==> config.mk <==
export PLATFORM = sky130hd
export DESIGN_NAME = clock_divider_scheduler
export DESIGN_NICKNAME = d
export VERILOG_FILES = /design/src/rtl/clock_divider_scheduler.sv
export SDC_FILE = /design/constraint.sdc
export NUM_CORES = 1
export LEC_CHECK = 0
export ABC_AREA = 1
export ABC_CLOCK_PERIOD_IN_PS = 6700
export CORE_MARGIN = 3
export CORE_UTILIZATION = 45
export DETAILED_ROUTE_END_ITERATION = 8
export GPL_ROUTABILITY_DRIVEN = 0
export SYNTH_ARGS = -nofsm -noshare
export SYNTH_HDL_FRONTEND = slang
export SYNTH_HIERARCHICAL = 1
export SYNTH_SLANG_ARGS = --single-unit
==> constraint.sdc <==
create_clock -name clock -period 6.7 [get_ports clock]
set_input_delay 1.34 -clock clock [delete_from_list [all_inputs] [get_ports clock]]
set_output_delay 1.34 -clock clock [all_outputs]
set_load 0.01 [all_outputs]
==> src/rtl/clock_divider_scheduler.sv <==
// rtl/clock_divider_scheduler.sv - multi-channel programmable clock divider sharing one comparator

// Shared 32-bit magnitude comparator: q=1 when a<=b
module mag_compare (
    input  logic [31:0] a,
    input  logic [31:0] b,
    output logic        q
);
    assign q = (a <= b);
endmodule

module clock_divider_scheduler #(
    parameter int          NCH           = 4,
    parameter logic [31:0] DEFAULT_LIMIT = 32'd0
) (
    input  logic                   clock,
    input  logic                   reset,
    input  logic                   cfg_valid,
    output logic                   cfg_ready,
    input  logic [$clog2(NCH)-1:0] cfg_chan,
    input  logic [31:0]            cfg_limit,
    input  logic                   cfg_en,
    output logic [NCH-1:0]         clk_out,
    output logic [NCH-1:0]         tick,
    output logic [$clog2(NCH)-1:0] slot
);
    localparam int SW = $clog2(NCH);

    logic [31:0]   count [NCH];
    logic [31:0]   limit [NCH];
    logic [NCH-1:0] en;

    logic          pend_valid;
    logic [SW-1:0] pend_chan;
    logic [31:0]   pend_limit;
    logic          pend_en;

    logic          terminal;

    // Single comparator instance, time-multiplexed by the slot pointer
    mag_compare u_cmp (
        .a (limit[slot]),
        .b (count[slot]),
        .q (terminal)
    );

    // Slot scheduler, per-channel service and config handshake
    always_ff @(posedge clock) begin
        if (reset) begin
            slot       <= '0;
            en         <= '0;
            clk_out    <= '0;
            tick       <= '0;
            cfg_ready  <= 1'b1;
            pend_valid <= 1'b0;
            pend_chan  <= '0;
            pend_limit <= '0;
            pend_en    <= 1'b0;
            for (int i = 0; i < NCH; i++) begin
                count[i] <= '0;
                limit[i] <= DEFAULT_LIMIT;
            end
        end else begin
            // NCH is a power of two, so the natural wrap of slot is NCH-1 -> 0
            slot <= slot + SW'(1);
            tick <= '0;

            // A pending config for this slot wins over counting; the compare
            // result is stale for the new limit and is ignored this visit
            if (pend_valid && (pend_chan == slot)) begin
                limit[slot]   <= pend_limit;
                en[slot]      <= pend_en;
                count[slot]   <= '0;
                clk_out[slot] <= 1'b0;
                pend_valid    <= 1'b0;
                cfg_ready     <= 1'b1;
            end else if (en[slot]) begin
                if (terminal) begin
                    count[slot]   <= '0;
                    clk_out[slot] <= ~clk_out[slot];
                    tick[slot]    <= 1'b1;
                end else begin
                    count[slot] <= count[slot] + 32'd1;
                end
            end

            // Capture a new request; cfg_ready is low while one is pending,
            // so capture and apply never coincide
            if (cfg_valid && cfg_ready) begin
                pend_valid <= 1'b1;
                pend_chan  <= cfg_chan;
                pend_limit <= cfg_limit;
                pend_en    <= cfg_en;
                cfg_ready  <= 1'b0;
            end
        end
    end
endmodule

Yosys cells after proc, flatten, opt, wreduce, memory -nomap -nowiden
Memory sizes are Yosys's and may differ from the RTL's. A register that Yosys moved wholly into a read port is not among the register bits. Index checks and enable logic that the tools add are counted.

Bits in registers: 51. RAM bits: 256. Input bits: 38. Output and inout port bits: 11. Memories: 2.

Memory list: count (depth 4, width 32, read ports 1, clocked after Yosys merged registers in 1, wr ports 4, line 29) `logic [31:0] count [NCH];`; limit (depth 4, width 32, read ports 1, clocked after Yosys merged registers in 1, wr ports 4, line 30) `logic [31:0] limit [NCH];`.

Add/subtract/negate cells: 2. Magnitude comparators: 3. Eq/ne operators: 1. Mux-type cells: 40. Bitwise logic cells: 7. Reductions and logical operators: 10.

Operators by type and width (count): 32-bit 2-to-1 mux (4); 32-bit OR reduction (2); 32-bit by 1-bit adder with 32-bit output, second input constant (1); 32-bit <= comparator (1); 1-bit 2-to-1 mux (24); 4-bit 2-to-1 mux (3); 4-bit bitwise mux (2); 2-bit 2-to-1 mux (4); 2-bit nonzero test (3); 4-bit AND (1); 1-bit binary-select mux with 2-bit select (2); 4-bit inverter (1); 4-bit OR reduction (1); 1-bit logical AND (3); 2-bit by 3-bit < comparator with 1-bit output, second input constant (1); 1-bit inverter (3); 2-bit by 1-bit adder with 2-bit output, second input constant (1); 1-bit demux with 2-bit select (1); 2-bit == test (1); 2-bit by 1-bit >= comparator with 1-bit output, second input constant (1); 1-bit OR (2); 2-bit AND reduction (1).

Logic depth before layout (Yosys ltp)
Word-level depth: 10. Gate-level depth with buffers: 29. Depth with buffers taken out: 24.

Hierarchy
The synthesis kept the hierarchy.

By module, submodules not included: clock_divider_scheduler (times used 1, cells each 1587, area an instance 14362.5 µm², sequential area each 8708.4 µm²); mag_compare (times used 1, cells each 141, area an instance 878.3 µm², sequential area each 0.0 µm²).

Worst setup path before layout
OpenSTA, ideal clock, no wires.

Kind: input -> register. Start: input port reset. End: memory count[3][0] (enable). Data arrival time: 4.151 ns. Setup slack: 2.079 ns. Stages on the path: 4. Cells stage by stage: clkbuf_1 inv_1 nand2_1 o31ai_1.

RTL lines: start: declaration (line 17) `input logic reset,`; end: declaration (line 29).

==> flow_summary.yaml <==
synthesis:
  synthArstFlopShare: 0
  synth_top_cell_area_share: 0.504
  seq_area_frac_synth: 0.571
  synthTopCellsByCount: "379 x nand2_1, 368 x nor2_1, 256 x edfxtp_1"
  synth_edf_count: 256
  syn_inst: 1728
  synthTopCellsByArea: "edfxtp_1 50%, nand2_1 9.3%, nor2_1 9.1%"
  synth_flop_cell: "edfxtp_1"
  synth_top_cell_by_area: "edfxtp_1"
  ys.warnings.count: 6
  netlist_area_um2: 15200
  avgSynthCellArea_um2: 8.82
  synth.net_count: 1803
  ys_seq_elements: 307
  synth.distinct_cells: 40
  synth.most_common_cell: "nand2_1"
grt:
  grt_overflow: 0
  grt_max_degree: 135
  track_usage: 0.212
  first_global_vias: 11200
  antenna_found_initial: 0
  grt_pass1_wl_um: 60400
die:
  row_count: 66
  dieArea_um2: 36100
  initial_core_util: 0.463
  die_h_um: 190
  fp.dieW_um: 190
  pin_count: 49
  core_area_um2: 32900
route:
  drc: 0
  ant_nets: 0
  drt-total-wl_um: 38000
  drtPass1Iterations: 6
  vias: 11600
  via_per_inst: 5.22
  avgRoutedWirePerCell_um: 17.2
  drt_iter0_markers: 937
clocking:
  clk_path_buf_depth: 3
  clk_latency_ns: 0.51
  cts_tree: "yes"
  clock_sinks: 307
  clkTransAtPathRegs_ns: 0.06
  cts_setup_buffers: 0
  cts_hold_buf: 0
  numCtsBuffers: 35
  cts_resized: 0
  cts_root_buf: "clkbuf_16"
  cts_max_level: 2
sta:
  setup_viol: 0
  rsz0062_at_grt: "false"
  hold_slack_ns: 0.464
  tns_ns: 0
  relSlewSlack: 0.243
  fmax_mhz: 225
  finalCritPeriodShare: 0.663
  slew_violations: 0
  final_hold_viol_count: 0
  timing.final.crit_period_ns: 4.44
  worst_pin_slew_ns: 1.13
  clock_skew_ns: 0.0124
worst_setup_path:
  end_kind: "flip-flop"
  critPathLaunchType: "flip-flop"
  worstPathMaxFanout: 134
  critPathArrivalTime_ns: 4.82
  critical_path_required_ns: 7.07
  worstSetupPathType: "reg -> reg"
final_layout:
  seqCellArea_um2: 8710
  final_core_util: 0.518
  fillers: 3104
  areaGrowthSynthToFinish_pct: 11.9
  drive_above_1_share: 0.0870
  diodes: 0
  stdcell_area_um2: 17100
  fin_nets: 1821
  multiInputGateArea_um2: 5470
power:
  power_leakage_uw: 0.00673
  p_clk_frac: 0.381
  internal_power_uw: 3430
  power_density_nw_per_um2: 276
  sw_frac_of_total: 0.271
  ir_drop_v: 0.000196
  p_seq_frac: 0.469
  power.switching_uw: 1270
  p_comb_frac: 0.149
status:
  status: "finished clean"
flow_run:
  maxCapViolCount: 0
min_path:
  hold_class: "reg -> reg"
placed_design:
  io_buffer_count: 48
  place_area_um2: 16000
  place_hpwl_um: 22400
worst max-delay path, cell delays in order (launching register included):
cell and delay, ns:
dfxtp_4 0.57, inv_6 0.87, nand2_1 0.11, nand3_1 0.12
nand2_1 0.14, inv_1 0.16, inv_1 0.08, ha_1 0.31
nand4_1 0.15, nor4_4 0.29, nand2_1 0.09, nand2_1 0.06
nand2_1 0.06, or2_1 0.23, nor2_2 0.08, buf_4 0.41
nand2_1 0.12, or2_4 0.27, nor2_2 0.08
stage by stage:
step           setup WS (ns)  power, uW  std cells
2_1_floorplan           2.08       2740       1728
3_3_place_gp            2.39       2930       2151
3_5_place_dp            2.31       2950       2151
4_1_cts                 2.28       4740       2213
5_1_grt                 1.80       4920       2213
6_report                2.26       4710       2213
cell type report:
class | instances | area share
clock buffer | 52 | 0.0575
timing repair buffer | 66 | 0.0361
inverter | 170 | 0.0377
multi-input combinational | 1166 | 0.320
clock inverter | 10 | 0.00506
tap | 442 | 0.0324
sequential | 307 | 0.511
flip-flops by register name, summed over array words and instances, names as in the netlist:
| signal | count |
|---|---|
| pend_chan | 2 |
| tick | 4 |
| slot | 2 |
| count | 128 |
| en | 4 |
| pend_en | 1 |
| pend_valid | 1 |
| cfg_ready | 1 |
| clk_out | 4 |
| pend_limit | 32 |
| limit | 128 |
power groups by stage:
stage | Combinational (uW) | Clock [uW] | Sequential [uW]
2_1_floorplan | 503 | 0 | 2240
3_3_place_gp | 689 | 0 | 2250
3_5_place_dp | 702 | 0 | 2250
4_1_cts | 706 | 1820 | 2210
5_1_grt | 798 | 1900 | 2220
6_report | 703 | 1790 | 2210
per-layer routing:
| layer | vias to the layer above | share of wire | global-route usage |
|---|---|---|---|
| met5 | - | 0 | 0 |
| met4 | 0 | 0.026 | 0.0660 |
| met2 | 346 | 0.46 | 0.341 |
| li1 | 5690 | - | - |
| met3 | 68 | 0.057 | 0.0263 |
| met1 | 5449 | 0.46 | 0.301 |
cells in the final DEF (no fill, tap or decap), drive strengths merged, types with 18 or more instances in the layout:
cell type	netlist	layout
nand2	400	400
nor2	396	396
edfxtp	256	256
inv	170	171
o21ai	119	119
nand3	98	98
a21oi	58	58
clkbuf	48	52
dfxtp	51	51
clkdlybuf4s50	0	48
ha	37	37
o22ai	33	33
buf	37	18
path summary, 6_finish.rpt:
kind | cells past startpoint | start | slack, ns | endpoint
min | 2 | en[0]$_SDFFE_PP0P_ | 0.46 | en[0]$_SDFFE_PP0P_
min reg2reg | 2 | en[0]$_SDFFE_PP0P_ | 0.46 | en[0]$_SDFFE_PP0P_
max | 18 | slot[0]$_SDFF_PP0_ | 2.26 | count[0][7]$_SDFFCE_PN0P_
max reg2reg | 18 | slot[0]$_SDFF_PP0_ | 2.26 | count[0][7]$_SDFFCE_PN0P_
kinds of logic (layout without fill, tap and decap cells):
| kind of cell | after synthesis | count (layout) | synth area share |
|---|---|---|---|
| xor gates and xnor gates | 5 | 5 | 0.00287 |
| AOI/OAI and AO/OA | 218 | 218 | 0.0760 |
| buffers and inverters | 255 | 298 | 0.0722 |
| DFF | 307 | 307 | 0.571 |
| adders and majority gates | 37 | 37 | 0.0304 |
| and+or+nand+nor | 906 | 906 | 0.247 |
Power figures use the tool's default switching activity.
